[src/rtl/if_fetch_stage.sv]
`default_nettype none
// ============================================================================
// Module   : if_fetch_stage
// Brief    : Instruction-fetch stage with IF/ID register, stall buffer and
//            flush redirect, including draining of in-flight memory requests.
// Revision : 1.0 - initial release
// ============================================================================
module if_fetch_stage (
    input  logic        clk_i,
    input  logic        rst_i,
    input  logic        start_i,
    input  logic        stall_i,
    input  logic        flush_i,
    input  logic [31:0] branch_target_i,
    output logic        imem_req_o,
    output logic [31:0] imem_addr_o,
    input  logic        imem_ack_i,
    input  logic [31:0] imem_rdata_i,
    output logic [31:0] pc_o,
    output logic        ifid_valid_o,
    output logic [31:0] ifid_instr_o,
    output logic [31:0] ifid_pc4_o
);

    typedef enum logic [1:0] {
        S_IDLE  = 2'd0,
        S_FETCH = 2'd1,
        S_HOLD  = 2'd2,
        S_DRAIN = 2'd3
    } state_t;

    state_t      state_q, state_d;
    logic [31:0] pc_q, pc_d;
    logic [31:0] addr_q, addr_d;
    logic        valid_q, valid_d;
    logic [31:0] instr_q, instr_d;
    logic [31:0] pc4_q, pc4_d;
    logic [31:0] ibuf_q, ibuf_d;
    logic [31:0] ibuf_pc4_q, ibuf_pc4_d;
    logic [31:0] addr_plus4;

    assign addr_plus4 = addr_q + 32'd4;

    always_comb begin
        state_d    = state_q;
        pc_d       = pc_q;
        addr_d     = addr_q;
        valid_d    = valid_q;
        instr_d    = instr_q;
        pc4_d      = pc4_q;
        ibuf_d     = ibuf_q;
        ibuf_pc4_d = ibuf_pc4_q;
        case (state_q)
            S_IDLE: begin
                if (start_i) begin
                    state_d = S_FETCH;
                    addr_d  = pc_q;
                end
            end
            S_FETCH: begin
                if (imem_ack_i) begin
                    if (flush_i) begin
                        pc_d    = branch_target_i;
                        addr_d  = branch_target_i;
                        valid_d = 1'b0;
                    end else if (stall_i) begin
                        ibuf_d     = imem_rdata_i;
                        ibuf_pc4_d = addr_plus4;
                        pc_d       = addr_plus4;
                        state_d    = S_HOLD;
                    end else begin
                        instr_d = imem_rdata_i;
                        pc4_d   = addr_plus4;
                        valid_d = 1'b1;
                        pc_d    = addr_plus4;
                        addr_d  = addr_plus4;
                    end
                end else if (flush_i) begin
                    // Request stays on the bus; its data is dropped in DRAIN.
                    pc_d    = branch_target_i;
                    valid_d = 1'b0;
                    state_d = S_DRAIN;
                end
            end
            S_HOLD: begin
                if (flush_i) begin
                    pc_d    = branch_target_i;
                    addr_d  = branch_target_i;
                    valid_d = 1'b0;
                    state_d = S_FETCH;
                end else if (!stall_i) begin
                    instr_d = ibuf_q;
                    pc4_d   = ibuf_pc4_q;
                    valid_d = 1'b1;
                    addr_d  = pc_q;
                    state_d = S_FETCH;
                end
            end
            S_DRAIN: begin
                if (flush_i) begin
                    pc_d = branch_target_i;
                end
                if (imem_ack_i) begin
                    addr_d  = flush_i ? branch_target_i : pc_q;
                    state_d = S_FETCH;
                end
            end
            default: state_d = S_IDLE;
        endcase
    end

    always_ff @(posedge clk_i) begin
        if (rst_i) begin
            state_q    <= S_IDLE;
            pc_q       <= 32'd0;
            addr_q     <= 32'd0;
            valid_q    <= 1'b0;
            instr_q    <= 32'd0;
            pc4_q      <= 32'd0;
            ibuf_q     <= 32'd0;
            ibuf_pc4_q <= 32'd0;
        end else begin
            state_q    <= state_d;
            pc_q       <= pc_d;
            addr_q     <= addr_d;
            valid_q    <= valid_d;
            instr_q    <= instr_d;
            pc4_q      <= pc4_d;
            ibuf_q     <= ibuf_d;
            ibuf_pc4_q <= ibuf_pc4_d;
        end
    end

    assign imem_req_o   = (state_q == S_FETCH) || (state_q == S_DRAIN);
    assign imem_addr_o  = addr_q;
    assign pc_o         = pc_q;
    assign ifid_valid_o = valid_q;
    assign ifid_instr_o = instr_q;
    assign ifid_pc4_o   = pc4_q;

endmodule
`default_nettype wire

[config.mk]
export PLATFORM = sky130hd
export DESIGN_NAME = if_fetch_stage
export DESIGN_NICKNAME = d
export VERILOG_FILES = /design/src/rtl/if_fetch_stage.sv
export SDC_FILE = /design/constraint.sdc
export NUM_CORES = 1
export LEC_CHECK = 0
export CORE_UTILIZATION = 55
export CTS_BUF_LIST = sky130_fd_sc_hd__clkbuf_16
export CTS_CLUSTER_DIAMETER = 150
export DETAILED_ROUTE_END_ITERATION = 7
export GPL_TIMING_DRIVEN = 0
export PLACE_DENSITY = 0.85
export SYNTH_ARGS = -nofsm -noshare
export SYNTH_HDL_FRONTEND = slang
export SYNTH_SLANG_ARGS = --single-unit
[constraint.sdc]
create_clock -name clk_i -period 3.7 [get_ports clk_i]
set_input_delay 0.74 -clock clk_i [delete_from_list [all_inputs] [get_ports clk_i]]
set_output_delay 0.74 -clock clk_i [all_outputs]
set_load 0.02 [all_outputs]
Word level (Yosys, flattened, before mapping)
Cells that the tools add are included.

word-level totals
  register bits after elaboration = 195
  input bits = 70
  output and inout port bits = 130
  logic and storage cells = 72

operators by class
  add/sub/neg operators = 1
  eq/ne operators = 15
  muxes and demuxes = 37
  bitwise logic cells = 1
  reduce and logical (&&, ||, !) cells = 10

operator list
  cell                                                              number
  32-bit two-way mux                                                19
  32-bit one-hot mux with 2 select lines                            3
  32-bit one-hot mux with 4 select lines                            1
  32-bit by 3-bit adder with 32-bit output (second input constant)  1
  2-bit two-way mux                                                 8
  3-bit inequality test (second input constant)                     5
  2-bit inequality test (second input constant)                     7
  6-bit AND reduction                                               2
  2-bit one-hot mux with 4 select lines                             1
  5-bit AND reduction                                               1
  2-bit == test (second input constant)                             2
  1-bit two-way mux                                                 4
  4-bit AND reduction                                               1
  2-bit nonzero test                                                2
  2-bit by 1-bit == test with 1-bit output (second input constant)  1
  2-bit logical NOT                                                 1
  1-bit one-hot mux with 2 select lines                             1
  2-bit AND reduction                                               1
  2-bit OR reduction                                                1
  1-bit logical OR                                                  1
  1-bit NOT                                                         1

Logic depth before layout (Yosys ltp)
  word-level depth = 5
  mapped depth = 9
  mapped depth without buffers = 6

Worst setup path before layout
Ideal clock, no wire load.

  path kind = flip-flop to flip-flop
  from = reg addr_q[2] (netlist: imem_addr_o[2])
  to = reg pc4_q[30] (netlist: ifid_pc4_o[30])
  setup time = 0.074 ns
  data arrival time = 2.124 ns
  required time = 3.626 ns
  setup slack = 1.502 ns
  cell stages (with the launch flop) = 8
  path buffers = 1
  clock period less this slack = 2.198 ns
  path through = dfxtp_1 ha_1 and3_1 buf_4 nand4_4 or3_4 or4_1 a31oi_1

on the way
  longest elaborated chain between the ends = 5

ends and longest elaborated chain
  item                                      RTL line  text
  start, declared                           34        logic [31:0] addr_q, addr_d;
  start signal, assigned                    125       addr_q <= addr_d;
  32-bit by 3-bit adder with 32-bit output  42        assign addr_plus4 = addr_q + 32'd4;
  32-bit two-way mux                        66        end else if (stall_i) begin
  32-bit two-way mux                        62        if (flush_i) begin
  32-bit two-way mux                        61        if (imem_ack_i) begin
  32-bit one-hot mux with 2 select lines    53        case (state_q)
  end signal, assigned                      128       pc4_q <= pc4_d;
  end, declared                             37        logic [31:0] pc4_q, pc4_d;

No other way between the ends. The select of a mux whose other input is x is not followed.
A chain may end at the register's enable or synchronous reset.

Worst setup path after layout
  from = in flush_i
  to = reg pc_q[12] (netlist: pc_o[12])

on the way
  longest elaborated chain between the ends = 3
  elaborated cells on any way between the ends = 4
  those cells by class = mux: 4

ends and longest elaborated chain
  item                                      RTL line  text
  start, declared                           13        input logic flush_i,
  32-bit two-way mux (on tied branches)     -
  32-bit two-way mux                        61
  32-bit one-hot mux with 2 select lines *  53
  end signal, assigned                      124       pc_q <= pc_d;
  end, declared                             33        logic [31:0] pc_q, pc_d;

Mark *: on every way between the ends. The rest lies on a longest branch, timed or not.

==> impl_metrics.csv <==
group,metric,value,unit
clock_tree,cts.clk_slew.worst_paths,0.08,ns
worst_hold_path,holdCritPathClass,"reg -> reg",
clock_tree,tritoncts,"done",
global_routing,grt_pass1_vias,9762,
cells_and_area,final_util,73.8,%
cells_and_area,diodes,0,
sta,whs,0.457,ns
sta,fmax,0.304,GHz
sta,hold_viol,0,
sta,max_slew.worst_pin.slew,1.04,ns
yosys,yosys_warnings,0,
clock_tree,clock_latency,0.45,ns
die,core_area,0.0167,mm²
die,rows,47,
yosys,ys_types,65,
sta,finalSetupViolations,0,
die,die_x,133,µm
placement,place_area,0.0117,mm²
placement,pre_cts_ws,0.178,ns
drt,wl,36.0,mm
drt,ant_nets,0,
sta,slew_headroom,30.3,%
sta,layout_setup_ws,0.410,ns
cells_and_area,area_growth,30.2,%
yosys,yosysSeqAreaShare,41.2,%
power_and_ir_drop,peakVddDrop,339,µV
sta,fin_worst_skew,0.0127,ns
critical_path,cp-start-kind,"input port",
clock_tree,cts_max_level,4,
global_routing,grt_pass1_wl,54.8,mm
global_routing,grt_max_degree,22,
cells_and_area,drive_above_1_share,6.32,%
placement,gp_congestion,0.993,
clock_tree,cts_resized,0,
power_and_ir_drop,powerDensity,430,mW/mm²
run,maxCapViolations,0,
cells_and_area,num-fill-cells,1340,
yosys,ys_ff_latch,195,
placement,portBuffers,197,
drt,via_per_inst,6.39,
cells_and_area,fin_cells,1661,
die,initial_core_util,56.7,%
drt,wl_per_cell,21.6,µm
global_routing,grt_overflow_total,0,
clock_tree,post-cts-setup-buffers,0,
drt,drtIter0Drc,1152,
die,fp.dieH,133,µm
yosys,syn-mean-instance-area,7.81,µm²
sta,period_share,88.9,%
clock_tree,cts_buffer_depth,2,
clock_tree,cts_sinks,195,
drt,drtPass1Iterations,6,
cells_and_area,nets,1499,
placement,placed_cells,1629,
sta,tns,0,ns
cells_and_area,fin_area,0.0123,mm²
yosys,ys.flop_type,"dfxtp_1",
critical_path,end_kind,"flop",
placement,post-dp-hpwl,26.5,mm
die,io_pins,200,
outcome,status,"finished, final reports clean",
drt,vias,10600,
die,die_area,0.0178,mm²
power_and_ir_drop,total_leakage_power,4.19,nW
global_routing,grt_usage,40.0,%
sta,drv_slew,0,
yosys,synthCells,1212,
power_and_ir_drop,power,5.30,mW
power_and_ir_drop,p_seq_share,43.8,%
power_and_ir_drop,p_clk_share,35.8,%
sta,rsz0062_at_grt,"false",
power_and_ir_drop,power.switching,1.75,mW
critical_path,worstPathMaxFanout,10,
yosys,syn_nets,1283,
clock_tree,cts_root_buf,"clkbuf_16",
power_and_ir_drop,intPower,3.55,mW
clock_tree,postCtsHoldBufs,0,
yosys,synth-edff-count,0,
clock_tree,numCtsBuffers,17,
yosys,async_flop_share,0,%
yosys,synth.cell_area,0.00947,mm²
drt,drc,0,
critical_path,required,4.07,ns
sta,post-route-min-period,3.29,ns
power_and_ir_drop,p_sw_share,33.0,%
power_and_ir_drop,p_comb_share,20.4,%
critical_path,arrival,3.66,ns
critical_path,criticalPathCategory,"in -> reg",
global_routing,antenna_found_initial,0,
## placed cells by master, fill, tap and decap left out, drive strengths merged, types with 7 or more instances in the layout
| cell | Yosys | layout |
|---|---|---|
| nor4 | 14 | 14 |
| nand2b | 8 | 8 |
| o21a | 11 | 11 |
| nand2 | 221 | 221 |
| buf | 37 | 37 |
| dfxtp | 195 | 195 |
| o21ai | 55 | 55 |
| clkinv | 2 | 10 |
| o211ai | 7 | 7 |
| a221oi | 16 | 16 |
| a31oi | 14 | 14 |
| nand3 | 25 | 25 |
| a311oi | 39 | 39 |
| clkbuf | 78 | 95 |
| o31ai | 7 | 7 |
| xor2 | 8 | 8 |
| mux2i | 8 | 8 |
| and2 | 9 | 9 |
| o221ai | 10 | 10 |
| and4 | 7 | 7 |
| inv | 10 | 16 |
| nor2 | 134 | 134 |
| a211oi | 40 | 40 |
| o22ai | 14 | 14 |
| nand4 | 13 | 13 |
| and3 | 7 | 7 |
| xnor2 | 8 | 8 |
| nor3 | 31 | 31 |
| a22o | 11 | 11 |
| clkdlybuf4s50 | 0 | 197 |
| a21oi | 102 | 102 |
## power by group through the flow
stage                     logic [mW]  clock network [mW]  registers [mW]
after floorplan                0.485                   0            2.43
after global placement          1.03                   0            2.36
after detailed placement        1.04                   0            2.36
after CTS                       1.05                1.88            2.32
after global routing            1.14                1.96            2.33
final                           1.08                1.90            2.32
## Yosys cell counts (7+ instances only)
master	count	area (µm²)
buf_2	25	125
nor2_1	133	499
a22o_1	11	96.3
o211ai_1	7	52.6
xnor2_1	8	70.1
inv_1	10	37.5
a21oi_1	102	510
o221ai_1	10	87.6
o21ai_0	53	265
a31oi_1	14	87.6
and4_1	7	61.3
dfxtp_1	195	3900
a311oi_1	39	342
and3_1	7	43.8
nand2b_1	8	50.1
o31ai_1	7	52.6
nand2_1	221	830
mux2i_1	8	80.1
and2_1	8	50.1
a221oi_1	16	140
xor2_1	8	70.1
nand4_1	10	62.6
nor4_1	11	68.8
o22ai_1	14	87.6
nand3_1	25	125
a211oi_1	40	300
clkbuf_1	78	293
nor3_1	31	155
o21a_1	11	82.6
## cells by family after synthesis
kind of cell             synth area share (%)
buffers and inverters                    5.64
adder cells (fa/ha/maj)                 0.132
flip-flops                               41.2
multiplexers                             1.32
AND/OR/NAND/NOR                          23.1
AO/OA/AOI/OAI                            27.1
XOR/XNOR                                 1.48
## layout make-up
cell class                      count  area, µm²  share of cell area (%)
Multi-Input combinational cell    890       5030                    40.8
Sequential cell                   195       3900                    31.7
Timing Repair Buffer              197       1970                    16.0
Buffer                            115        489                    3.97
Clock buffer                       17        425                    3.45
Tap cell                          220        275                    2.23
Clock inverter                     15        186                    1.51
Inverter                           12       45.0                   0.365
## sequential cells by signal, indices dropped and copies added, names as in the netlist
signal and flops:
ibuf_pc4_q 32, ibuf_q 32, ifid_instr_o 32, state_q 2, pc_o 32, imem_addr_o 32
ifid_pc4_o 32, ifid_valid_o 1
## path summary, 6_finish.rpt
kind                          startpoint                          end  slack, ns  cells after the start
min          ifid_pc4_o[20]$_SDFFE_PP0P_  ifid_pc4_o[20]$_SDFFE_PP0P_       0.46                      2
max                              flush_i        pc_o[12]$_SDFFE_PP0N_       0.41                      8
min reg2reg  ifid_pc4_o[20]$_SDFFE_PP0P_  ifid_pc4_o[20]$_SDFFE_PP0P_       0.46                      2
max reg2reg  imem_addr_o[2]$_SDFFE_PP0P_        pc_o[11]$_SDFFE_PP0N_       0.91                      5
## per-layer routing
layer	share of wire, %	GRT usage (%)
met1	40	53.3
met2	44	62.0
met3	13	10.3
met4	3.7	16.0
met5	0	0
## worst max-delay path, cell delays in order
cell             delay [ns]
clkdlybuf4s50_1        0.48
buf_2                  0.24
buf_1                  0.54
nor2_1                 0.18
nor2_1                 0.36
clkbuf_1               0.73
o221ai_1               0.21
a21oi_1                0.17
(Power assumes the default switching activity.)
